### src/rtl/am2929_busarb.sv
// Round-robin arbiter/sequencer for a shared inverting tristate bus of am2929-style slices.
// Latency: req sampled at edge k gives be/gnt after edge k; every output is registered.
// Backpressure: requesters hold req until granted; an owner is cut off after MAXHOLD cycles if others wait.
module am2929_busarb #(
   parameter int NREQ     = 4,
   parameter int IDW      = 2,
   parameter int MAXHOLD  = 8,
   parameter int TURN_CYC = 1
) (
   input  logic            clk,
   input  logic            rst,
   input  logic [NREQ-1:0] req,
   input  logic [NREQ-1:0] lsn,
   output logic [NREQ-1:0] be,
   output logic [NREQ-1:0] re_,
   output logic [NREQ-1:0] gnt,
   output logic [IDW-1:0]  own,
   output logic            busy_drv,
   output logic            busy
);

   // Hold counter must be able to reach MAXHOLD (it saturates there).
   localparam int HW = (MAXHOLD < 2) ? 1 : $clog2(MAXHOLD + 1);
   // Turnaround is limited to 15 cycles, so 4 bits always suffice.
   localparam int TW = 4;

   localparam logic [1:0] ST_IDLE  = 2'd0;
   localparam logic [1:0] ST_GRANT = 2'd1;
   localparam logic [1:0] ST_TURN  = 2'd2;

   logic [1:0]      state_q,    state_d;
   logic [NREQ-1:0] be_q,       be_d;
   logic [NREQ-1:0] re_q,       re_d;
   logic [IDW-1:0]  own_q,      own_d;
   logic            busy_q,     busy_d;
   logic            busy_drv_q, busy_drv_d;
   logic [IDW-1:0]  ptr_q,      ptr_d;
   logic [HW-1:0]   hold_q,     hold_d;
   logic [TW-1:0]   turn_q,     turn_d;

   // Arbitration helpers
   logic [2*NREQ-1:0] req_dbl;
   logic [NREQ-1:0]   req_rot;
   logic              arb_hit;
   logic [IDW-1:0]    arb_win;
   logic              owner_req;
   logic              pending_other;
   logic              hold_expired;
   logic              release_now;
   logic              turn_last;
   logic [IDW-1:0]    ptr_after_own;

   // Round-robin pick: rotate req so the pointer lands at bit 0, take the first set bit.
   always_comb begin
      req_dbl = {req, req} >> ptr_q;
      req_rot = req_dbl[NREQ-1:0];
      arb_hit = 1'b0;
      arb_win = '0;
      for (int i = 0; i < NREQ; i++) begin
         if (!arb_hit && req_rot[i]) begin
            arb_hit = 1'b1;
            arb_win = IDW'((int'(ptr_q) + i) % NREQ);
         end
      end
   end

   // Release conditions for the current owner and turnaround end detection.
   always_comb begin
      owner_req     = |(req & be_q);
      pending_other = |(req & ~be_q);
      // ">=" rather than "==": the counter saturates at MAXHOLD, so a request that
      // shows up after a long lone hold must still be able to force a release.
      hold_expired  = (MAXHOLD != 0) && (int'(hold_q) >= MAXHOLD - 1);
      release_now   = !owner_req || (hold_expired && pending_other);
      turn_last     = (int'(turn_q) >= TURN_CYC - 1);
      ptr_after_own = (int'(own_q) == NREQ - 1) ? '0 : own_q + IDW'(1);
   end

   // Next-state logic for the IDLE / GRANT / TURN sequencer.
   always_comb begin
      state_d = state_q;
      be_d    = be_q;
      own_d   = own_q;
      ptr_d   = ptr_q;
      hold_d  = hold_q;
      turn_d  = turn_q;

      case (state_q)
         ST_IDLE: begin
            if (arb_hit) begin
               state_d = ST_GRANT;
               be_d    = NREQ'(1) << arb_win;
               own_d   = arb_win;
               hold_d  = '0;
            end
         end

         ST_GRANT: begin
            if (release_now) begin
               // A dropped req and an expired hold in the same cycle collapse into one release.
               state_d = ST_TURN;
               be_d    = '0;
               own_d   = '0;
               ptr_d   = ptr_after_own;
               hold_d  = '0;
               turn_d  = '0;
            end else if (int'(hold_q) < MAXHOLD) begin
               hold_d = hold_q + HW'(1);
            end
         end

         ST_TURN: begin
            if (turn_last) begin
               turn_d = '0;
               if (arb_hit) begin
                  // The pointer already moved past the old owner, so it ranks last here.
                  state_d = ST_GRANT;
                  be_d    = NREQ'(1) << arb_win;
                  own_d   = arb_win;
                  hold_d  = '0;
               end else begin
                  state_d = ST_IDLE;
               end
            end else begin
               turn_d = turn_q + TW'(1);
            end
         end

         default: begin
            state_d = ST_IDLE;
            be_d    = '0;
            own_d   = '0;
            hold_d  = '0;
            turn_d  = '0;
         end
      endcase
   end

   // Derived outputs computed from next-state values so they can be registered too.
   always_comb begin
      busy_drv_d = |be_d;
      busy_d     = (state_d != ST_IDLE);
      // Listening ports receive in every state; the driving slice never receives.
      re_d       = ~(lsn & ~be_d);
   end

   // State and output registers with immediate asynchronous reset.
   always_ff @(posedge clk or posedge rst) begin
      if (rst) begin
         state_q    <= ST_IDLE;
         be_q       <= '0;
         re_q       <= '1;
         own_q      <= '0;
         busy_q     <= 1'b0;
         busy_drv_q <= 1'b0;
         ptr_q      <= '0;
         hold_q     <= '0;
         turn_q     <= '0;
      end else begin
         state_q    <= state_d;
         be_q       <= be_d;
         re_q       <= re_d;
         own_q      <= own_d;
         busy_q     <= busy_d;
         busy_drv_q <= busy_drv_d;
         ptr_q      <= ptr_d;
         hold_q     <= hold_d;
         turn_q     <= turn_d;
      end
   end

   assign be       = be_q;
   assign gnt      = be_q;
   assign re_      = re_q;
   assign own      = own_q;
   assign busy     = busy_q;
   assign busy_drv = busy_drv_q;

endmodule

### config.mk
export PLATFORM = sky130hd
export DESIGN_NAME = am2929_busarb
export DESIGN_NICKNAME = d
export VERILOG_FILES = /design/src/rtl/am2929_busarb.sv
export SDC_FILE = /design/constraint.sdc
export NUM_CORES = 1
export LEC_CHECK = 0
export BUFFER_PORTS_ARGS = -buffer_cell sky130_fd_sc_hd__buf_2
export CAP_MARGIN = 20
export CORE_AREA = 2 2 62 64
export CTS_BUF_LIST = sky130_fd_sc_hd__clkbuf_8
export DETAILED_ROUTE_END_ITERATION = 8
export DIE_AREA = 0 0 64 66
export GPL_TIMING_DRIVEN = 0
export PLACE_DENSITY = 0.59
export SLEW_MARGIN = 40
export SYNTH_ARGS = -nofsm -noshare
export SYNTH_HDL_FRONTEND = slang
export SYNTH_SLANG_ARGS = --single-unit
### constraint.sdc
create_clock -name clk -period 3.04 [get_ports clk]
set_input_delay 0.608 -clock clk [delete_from_list [all_inputs] [get_ports clk]]
set_output_delay 0.608 -clock clk [all_outputs]
set_load 0.005 [all_outputs]
==> impl_results.md, run 1 <==
- Postcts setup bufs: 0
- Reg2Reg Launch Point: hold_q[0]
- Synthesis warning total: 0
- Status: finished clean
- CTS tree: done
- Layout cells sized above 1: 37.3%
- Leakage: 0.583 nW
- Most frequent cells in the layout: 26 x buf_2, 16 x dfrtp_1, 12 x inv_1
- WL/cell: around 13 µm
- Max Root-Sink Buffers: 2
- Antenna violations before repair: 0
- Final Skew: between 1 and 1.5 ps
- # hold bufs at CTS: 0
- Via-to-Cell Ratio: between 4 and 5
- Worst Path Max Fanout: 10
- Reg2reg setup slack: between 1000 and 1500 ps
- Critical Path Start Type: input port
- CTS H-tree depth: 1
- Cell Pwr Density: between 800 and 900 mW/mm²
- Tmin final: about 1800 ps
- Routed WL: roughly 2300 µm
- Max Freq: 0.541 GHz
- Chip height: 66 µm
- CTS Sinks: 20
- I/O Buffers: 25
- Unrepaired setup endpoints after global routing: false
- Clock root buffer: clkbuf_8
- Vias in the first global route: about 860
- Hpwl dp: roughly 1800 µm
- Synthesized area: about 0.0010 mm²
- Post-route ant nets: 0
- Final setup vio count: 0
- CP max stage delay: 300 ps
- Total core area: approximately 0.0036 mm²
- Final setup margin: ~1200 ps
- Die width: around 64 µm
- Clock transition at path regs: about 70 ps
- Cell count after synthesis: between 90 and 100
- Pin count of the biggest net entering global routing: 21
- Max VDD drop: 0.378 mV
- GRT overflow: 0
- Ant diodes: 0
- Worst-Margin Slew: 575 ps
- Met3 Track Usage GR: 3.58%
- Most numerous cell on the critical path: buf_2
- Worst EP arrival: 1980 ps
- Critical path's top delay family: compound AO/OA/AOI/OAI gates
- Setup TNS: 0 ps
- Cells along the critical path: buf_2, a22o_1, o21ba_2, a21oi_1, buf_2, o21ai_0
- GR peak layer: met2
- Starting DRT DRC Count: 22
- Area Overhead vs Synth: 23.5%
- DIE AREA: roughly 0.0042 mm²
- Met2 Resource Use GR: about a fifth
- Met1 Track Usage GR: 15.2%
- Crit Path Class: in -> reg
- Gpl congestion: 0.873
- GR Util All Layers: 12.0%
- Ports: 26
- Slew Limit Fails: 0
- Data required, critical path: roughly 3200 ps
- Reg2reg end: busy_drv
- Fillers: around 370
- Total number of vias: 860
- Drt first pass iters: 4
- Register bit count reported by yosys: 20
- Worst r2r path cells: 6
- CP Capture Type: register
- Fin. Hold Viols: 0
- First-pass GRT wire length: between 3000 and 4000 µm
- Clk_lat worst skew: 260 ps
- Syn Nets: approximately 110
- Number of core rows: 22
- Nets@finish: 139
- Initial Utilization: between 20% and 30%
- Final Cycle Share: around 60%
- Post_cts resized: 0
- # DRC: 0
- Worst path slowest cell: a21oi_1
- Min-delay worst type: in -> async
- Commonest non-fill, non-tap cell in the layout: buf_2
- Rel. slew slack: 61.3%
- WP buf/inv: 2
- Sequential fraction of the synthesis area: between 40% and 50%
- Worst slack, placed: around 900 ps
- Max-cap violations: 0
- Yosys cell types: 36
- Avg Cell Area, Syn: 10.5 µm²
- TritonCTS buffer count: 3
-- report_power, final --
group / switching (mW) / total (mW) / leakage [nW] / internal (mW)
Sequential: 0.0687 / 0.430 / 0.247 / 0.361
Clock: 0.0912 / 0.207 / 0.0288 / 0.116
Combinational: 0.223 / 0.438 / 0.306 / 0.215
-- flip-flops by register name, summed over array words and instances, names as in the netlist --
| register | count |
|---|---|
| be | 4 |
| hold_q | 4 |
| own | 2 |
| busy_drv | 1 |
| state_q | 2 |
| busy | 1 |
| re_ | 4 |
| ptr_q | 2 |
-- cells by family (layout without fill, tap and decap cells) --
family                   Yosys count  count (layout)  synth area share, %
adder cells (fa/ha/maj)            2               2                 2.45
flip-flops                        20              20                 49.5
AND/OR/NAND/NOR                   22              22                 13.4
buffers and inverters             19              48                 8.58
AO/OA/AOI/OAI                     30              30                 21.9
multiplexers                       4               4                 4.17
-- synthesized netlist by cell type --
cell type  instances  area [µm²]
nor4_1             1        6.26
dfrtp_1           16         400
nand3_1            1        5.00
o2111ai_1          1        8.76
dfstp_2            4         105
nand2_1            5        18.8
o22a_1             1        8.76
nand2b_1           5        31.3
nor4_2             1        12.5
nand4b_1           1        8.76
inv_1             13        48.8
o221ai_2           2        30.0
a21oi_1            6        30.0
clkbuf_1           1        3.75
mux2_1             2        22.5
o31ai_1            1        7.51
a41o_1             1        10.0
o21ba_2            1        10.0
ha_1               2        25.0
o22ai_1            7        43.8
a21o_1             1        7.51
a31oi_1            1        6.26
buf_4              4        30.0
and2b_2            1        8.76
o21a_1             1        7.51
a22o_1             2        17.5
or2_2              1        6.26
o221ai_1           2        17.5
or2_4              1        8.76
or4_4              1        11.3
mux2i_1            2        20.0
o311ai_0           1        8.76
buf_2              1        5.00
nor3b_1            1        7.51
o21ai_0            2        10.0
nor2_1             3        11.3
-- final cells by class --
| cell class | instances | area (µm²) | area share, % |
|---|---|---|---|
| buffer | 6 | 38.8 | 3.08 |
| multi-input combinational | 58 | 428 | 33.9 |
| sequential | 20 | 505 | 40.1 |
| inverter | 13 | 48.8 | 3.87 |
| timing repair buffer | 25 | 125 | 9.92 |
| clock buffer | 4 | 55.1 | 4.37 |
| tap | 48 | 60.1 | 4.76 |
-- layer usage --
layer,vias up,share of wire (%)
li1,407,-
met1,416,42
met2,34,50
met3,3,7.1
met4,0,0.95
met5,-,0
-- through the flow --
| stage | cells | power, mW | utilization, % | instance area, µm² | hold slack, ps |
|---|---|---|---|---|---|
| after floorplan | 97 | 0.717 | - | 1020 | 478 |
| after global placement | 170 | 0.859 | 34.0 | 1210 | 499 |
| after detailed placement | 170 | 0.877 | 34.0 | 1210 | 511 |
| after CTS | 174 | 1.09 | 35.5 | 1260 | 489 |
| after global routing | 174 | 1.15 | 35.5 | 1260 | 362 |
| final | 174 | 1.07 | 35.5 | 1260 | 329 |
-- worst max-delay path by stage --
stage / start / to / slack [ps] / depth (start not counted)
2_1_floorplan: req[0] / be[2] / 1330 / 5
3_3_place_gp: req[0] / busy_drv / 900 / 6
3_5_place_dp: req[0] / busy_drv / 890 / 6
4_1_cts: req[0] / busy_drv / 1160 / 6
5_1_grt: be[0] / busy_drv / 1090 / 5
6_report: req[0] / busy_drv / 1190 / 6
(Power assumes the default switching activity.)
==> run 2, diff against run 1 <==
--- a/config.mk
+++ b/config.mk
@@ -12,7 +12,7 @@
 export DETAILED_ROUTE_END_ITERATION = 8
 export DIE_AREA = 0 0 64 66
 export GPL_TIMING_DRIVEN = 0
-export PLACE_DENSITY = 0.59
+export PLACE_DENSITY = 0.6
 export SLEW_MARGIN = 40
 export SYNTH_ARGS = -nofsm -noshare
 export SYNTH_HDL_FRONTEND = slang
==> constraint.sdc (replaced) <==
create_clock -name clk -period 1.7 [get_ports clk]
set_input_delay 0.34 -clock clk [delete_from_list [all_inputs] [get_ports clk]]
set_output_delay 0.34 -clock clk [all_outputs]
set_load 0.005 [all_outputs]
==> run 2 against run 1 <==
Effect of this change: sequential cell count unchanged; total power up 77%; routed wire length up 0.17%; non-clock buffer count unchanged; combinational power up 84%.
==> impl_results.md, run 2 (same netlist as run 1, synthesis figures left out) <==
- Max-cap violations: 0 (unchanged)
- Placed instance area: 0.00121 mm² (unchanged)
- WL/cell: 13.5 µm (was 13.4 µm)
- Via-to-Cell Ratio: 4.89 (was 4.94)
- Cells along the critical path: nand2b_1, a41o_2, a21o_1, mux2_1 (was buf_2, a22o_1, o21ba_2, a21oi_1, buf_2, o21ai_0)
- Data required, critical path: 1840 ps (was 3170 ps)
- Nets@finish: 139 (unchanged)
- Min-delay worst type: in -> async (unchanged)
- # DRC: 0 (unchanged)
- Clock transition at path regs: 70 ps (about the same)
- CTS H-tree depth: 1 (unchanged)
- Final Skew: 2.54 ps (was 1.06 ps)
- TritonCTS buffer count: 3 (unchanged)
- Final non-filler cell total: 173 (was 174)
- CTS Sinks: 20 (unchanged)
- Fin. Hold Viols: 0 (unchanged)
- Layout cells sized above 1: 41.6% (was 37.3%)
- Initial Utilization: 28.8% (unchanged)
- Area Overhead vs Synth: 25.2% (was 23.5%)
- I/O Buffers: 25 (unchanged)
- Max Freq: between 0.6 and 0.7 GHz
- First-pass GRT wire length: 3890 µm (was 3820 µm)
- Antenna violations before repair: 0 (unchanged)
- Final Cycle Share: between 90 and 100%
- Slew Limit Fails: 0 (unchanged)
- Clock root buffer: clkbuf_8 (unchanged)
- Die width: 64 µm (unchanged)
- Final setup vio count: 0 (unchanged)
- CTS tree: done (unchanged)
- Worst-Margin Slew: 694 ps (was 575 ps)
- Critical Path Start Type: register (was input port)
- Routed WL: 2330 µm (about the same)
- Commonest non-fill, non-tap cell in the layout: buf_2 (unchanged)
- Total core area: 0.00355 mm² (unchanged)
- Most frequent cells in the layout: 25 x buf_2, 15 x dfrtp_1, 12 x inv_1 (was 26 x buf_2, 16 x dfrtp_1, 12 x inv_1)
- Crit Path Class: reg -> reg (was in -> reg)
- Leakage: 0.578 nW (was 0.583 nW)
- Number of core rows: 22 (unchanged)
- Drt first pass iters: 4 (unchanged)
- Worst path slowest cell: dfrtp_1 (was a21oi_1)
- Max VDD drop: 0.591 mV (was 0.378 mV)
- Starting DRT DRC Count: 38 (was 22)
- DIE AREA: 0.00422 mm² (unchanged)
- Tmin final: approximately 1600 ps
- Max Root-Sink Buffers: 2 (unchanged)
- CP max stage delay: 450 ps (was 300 ps)
- Ports: 26 (unchanged)
- Rel. slew slack: 53.4% (was 61.3%)
- Ant diodes: 0 (unchanged)
- GRT overflow: 0 (unchanged)
- Final instance area: 0.00128 mm² (was 0.00126 mm²)
- Clk_lat worst skew: 260 ps (about the same)
- Vias in the first global route: 831 (was 859)
- Status: finished clean (unchanged)
- Cell Pwr Density: 1490 mW/mm² (was 851 mW/mm²)
- Worst Path Max Fanout: 6 (was 10)
- Placed cells: 170 (unchanged)
- Hpwl dp: 1730 µm (was 1790 µm)
- CP Capture Type: register (unchanged)
- GR Util All Layers: 12.0% (about the same)
- Worst EP arrival: 1780 ps (was 1980 ps)
- Pin count of the biggest net entering global routing: 21 (unchanged)
- Total number of vias: 846 (was 860)
- Gpl congestion: 0.866 (was 0.873)
- Reg2reg setup slack: 60 ps (was 1210 ps)
- Chip height: 66 µm (unchanged)
- Post-route ant nets: 0 (unchanged)
run 2: cell types whose count changed in the layout (fill, tap and decap cells not counted), moves of 2 or more:
cell,change
o21ai_1,+2
a21oi_1,-2
buf_4,+2
o21ai_0,-2
run 2: power breakdown:
part	switching, mW	total, mW	internal (mW)
logic	0.399	0.808	0.409
registers	0.144	0.791	0.647
clock network	0.148	0.306	0.158
run 2: routing by layer:
metal	up-vias	track usage [%]	wire length, µm
met5	-	0	0
met2	25	20.7	1150
met3	2	4.43	114
met4	0	3.26	23
li1	403	-	-
met1	416	13.9	1040
run 2: cell type report:
cell class | instances | area [µm²]
fillers | 365 | 2270
flip-flops and latches | 20 | 507
multi-input cells | 58 | 452
repair buffers | 26 | 133
well taps | 48 | 60.1
inverters | 13 | 48.8
clock buffers | 3 | 41.3
plain buffers | 5 | 37.5
run 2: timing repair:
item,in CTS,in global routing
setup buffers,0,1
gates resized for setup,4,7
pin swaps,0,1
setup endpoints to repair,13,13
hold buffers,0,0
run 2: metrics by stage:
| step | setup WS [ps] | TNS [ps] | hold slack [ps] | total power [mW] | utilization (%) |
|---|---|---|---|---|---|
| 2_1_floorplan | 139 | 0 | 301 | 1.28 | - |
| 3_3_place_gp | -115 | -862 | 496 | 1.53 | 34.0 |
| 3_5_place_dp | -135 | -1050 | 510 | 1.57 | 34.0 |
| 4_1_cts | 3.90 | 0 | 231 | 1.89 | 35.3 |
| 5_1_grt | -3.27 | -3.27 | 141 | 2.04 | 36.0 |
| 6_report | 62.7 | 0 | 96.1 | 1.90 | 36.0 |
run 2: critical path, delay by kind of cell, from the launching register on:
kind / cells / cell delay, ps
flip-flops: 1 / 450
AO/OA/AOI/OAI: 2 / 570
multiplexers: 1 / 320
AND/OR/NAND/NOR: 1 / 180
run 2: worst paths after layout:
kind | from | end | cells past startpoint
max | be[1] | ptr_q[0] | 4
min | rst | hold_q[3] | 2
max reg2reg | be[1] | ptr_q[0] | 4
min reg2reg | ptr_q[0] | ptr_q[0] | 1
max in group asynchronous | rst | be[0] | 2
min in group clk | lsn[1] | re_[1] | 2
==> run 3, diff against run 2 <==
--- a/config.mk
+++ b/config.mk
@@ -7,12 +7,11 @@
 export LEC_CHECK = 0
 export BUFFER_PORTS_ARGS = -buffer_cell sky130_fd_sc_hd__buf_2
 export CAP_MARGIN = 20
-export CORE_AREA = 2 2 62 64
+export CORE_AREA = 2 2 52 54
 export CTS_BUF_LIST = sky130_fd_sc_hd__clkbuf_8
 export DETAILED_ROUTE_END_ITERATION = 8
-export DIE_AREA = 0 0 64 66
-export GPL_TIMING_DRIVEN = 0
-export PLACE_DENSITY = 0.6
+export DIE_AREA = 0 0 54 56
+export PLACE_DENSITY = 0.78
 export SLEW_MARGIN = 40
 export SYNTH_ARGS = -nofsm -noshare
 export SYNTH_HDL_FRONTEND = slang
==> run 3 against run 2 <==
Effect of this change: setup slack worse by 17 ps; critical path type unchanged; combinational power up 0.9%; critical endpoint is now ptr_q[1]; worst hold slack worse by 12 ps; global-route usage up 6.2 points; cell area down 0.49%; sequential power down 0.5%; final cell count down 9.2%; sequential cell count unchanged.
==> impl_results.md, run 3 (same netlist as run 1, synthesis figures left out) <==
- Leakage: 0.596 nW (was 0.578 nW)
- CP max stage delay: 460 ps (was 450 ps)
- Chip height: 56 µm (was 66 µm)
- Commonest non-fill, non-tap cell in the layout: buf_2 (unchanged)
- Reg2Reg Launch Point: be[2] (was be[1])
- GR Util All Layers: 18.2% (was 12.0%)
- Ports: 26 (unchanged)
- Max VDD drop: 1.23 mV (was 0.591 mV)
- Tmin final: 1650 ps (was 1640 ps)
- Most frequent cells in the layout: 25 x buf_2, 14 x dfrtp_1, 13 x inv_1 (was 25 x buf_2, 15 x dfrtp_1, 12 x inv_1)
- Core Util, Final: 52.3% (was 36.0%)
- Number of core rows: 18 (was 22)
- WL/cell: 15.0 µm (was 13.5 µm)
- Fin. Hold Viols: 0 (unchanged)
- Hold WS: 83.6 ps (was 96.1 ps)
- Routed WL: 2360 µm (was 2330 µm)
- Area Overhead vs Synth: 24.6% (was 25.2%)
- Die width: 54 µm (was 64 µm)
- Worst-Margin Slew: 514 ps (was 694 ps)
- Setup TNS: 0 ps (unchanged)
- Critical Path Start Type: register (unchanged)
- Cell Pwr Density: 1630 mW/mm² (was 1490 mW/mm²)
- CTS H-tree depth: 1 (unchanged)
- Clock root buffer: clkbuf_8 (unchanged)
- Final setup vio count: 0 (unchanged)
- Total number of vias: 884 (was 846)
- Area occupied by multi-input gates: 429 µm² (was 452 µm²)
- First-pass GRT wire length: 4060 µm (was 3890 µm)
- Starting DRT DRC Count: 27 (was 38)
- Rel. slew slack: 65.7% (was 53.4%)
- Max Root-Sink Buffers: 2 (unchanged)
- Cells along the critical path: a22o_1, or2_2, a21o_1, mux2_1 (was nand2b_1, a41o_2, a21o_1, mux2_1)
- Drt first pass iters: 4 (unchanged)
- GRT overflow: 0 (unchanged)
- Data required, critical path: 1850 ps (was 1840 ps)
- CTS tree: done (unchanged)
- Antenna violations before repair: 0 (unchanged)
- Register area: 508 µm² (was 507 µm²)
- Unrepaired setup endpoints after global routing: false
- Vias in the first global route: 892 (was 831)
- CP Capture Type: register (unchanged)
- Min-delay worst type: in -> async (unchanged)
- Crit path launch: be[2] (was be[1])
- Post-route ant nets: 0 (unchanged)
- Max Freq: 0.604 GHz (was 0.611 GHz)
- # DRC: 0 (unchanged)
- Pin count of the biggest net entering global routing: 21 (unchanged)
- Nets@finish: 140 (was 139)
- Pwr Total: 2.08 mW (was 1.90 mW)
- Final Skew: 6.09 ps (was 2.54 ps)
- Crit Path Class: reg -> reg (unchanged)
- Via-to-Cell Ratio: 5.63 (was 4.89)
- Worst EP arrival: 1800 ps (was 1780 ps)
- CTS Sinks: 20 (unchanged)
- DIE AREA: 0.00302 mm² (was 0.00422 mm²)
- Worst Path Max Fanout: 6 (unchanged)
- Slew Limit Fails: 0 (unchanged)
- TritonCTS buffer count: 3 (unchanged)
- Max-cap violations: 0 (unchanged)
- Worst path slowest cell: dfrtp_2 (was dfrtp_1)
- Layout cells sized above 1: 40.2% (was 41.6%)
- Hpwl dp: 1650 µm (was 1730 µm)
- Ant diodes: 0 (unchanged)
- Initial Utilization: 42.0% (was 28.8%)
- Clk_lat worst skew: 260 ps (about the same)
- Total core area: 0.00243 mm² (was 0.00355 mm²)
- Status: finished clean (unchanged)
- Final Cycle Share: 97.3% (was 96.3%)
- I/O Buffers: 25 (unchanged)
- Gpl congestion: 0.838 (was 0.866)
- Clock transition at path regs: 80 ps (was 70 ps)
- Fillers: 214 (was 365)
==> run 3: metrics by stage <==
step           instances  setup slack, ps  area (µm²)
6_report             157             45.3        1270
2_1_floorplan         97              139        1020
3_3_place_gp         152             75.2        1190
3_5_place_dp         152             40.9        1190
4_1_cts              156             19.4        1260
5_1_grt              157             4.68        1270
==> run 3: path summary, 6_finish.rpt <==
path | to | cells after the start | slack (ps)
worst min-delay path | be[0] | 3 | 80
worst max register to register | ptr_q[1] | 4 | 50
worst max-delay path | ptr_q[1] | 4 | 50
worst min register to register | hold_q[0] | 1 | 530
min in group clk | re_[3] | 2 | 240
max in group asynchronous | re_[2] | 3 | 1350
==> run 3: what timing repair did <==
item,4_1_cts,5_1_grt
gates resized for setup,0,3
hold buffers,0,0
setup buffers,0,1
setup endpoints to repair,0,3
==> run 3: where the power goes <==
group | internal (mW) | switching, mW
logic | 0.407 | 0.408
registers | 0.649 | 0.138
clock network | 0.314 | 0.160
==> run 3: final cells by class <==
type / count / share of cell area, %
multi-input combinational: 58 / 33.7
inverter: 13 / 3.83
clock inverter: 1 / 2.36
timing repair buffer: 32 / 14.0
sequential: 20 / 39.9
clock buffer: 3 / 3.24
tap: 30 / 2.95
==> run 3: metal layers <==
metal	vias up	track usage, %	part of all wire [%]
li1	409	-	-
met1	437	23.9	42
met2	30	29.1	50
met3	8	4.57	5.4
met4	0	5.36	2.0
met5	-	0	0
==> run 3: critical path: cells and delay by family (launching register included) <==
family	cells	cell delay [ps]
AOI/OAI and AO/OA	2	470
DFF	1	460
and+or+nand+nor	1	290
muxes	1	320
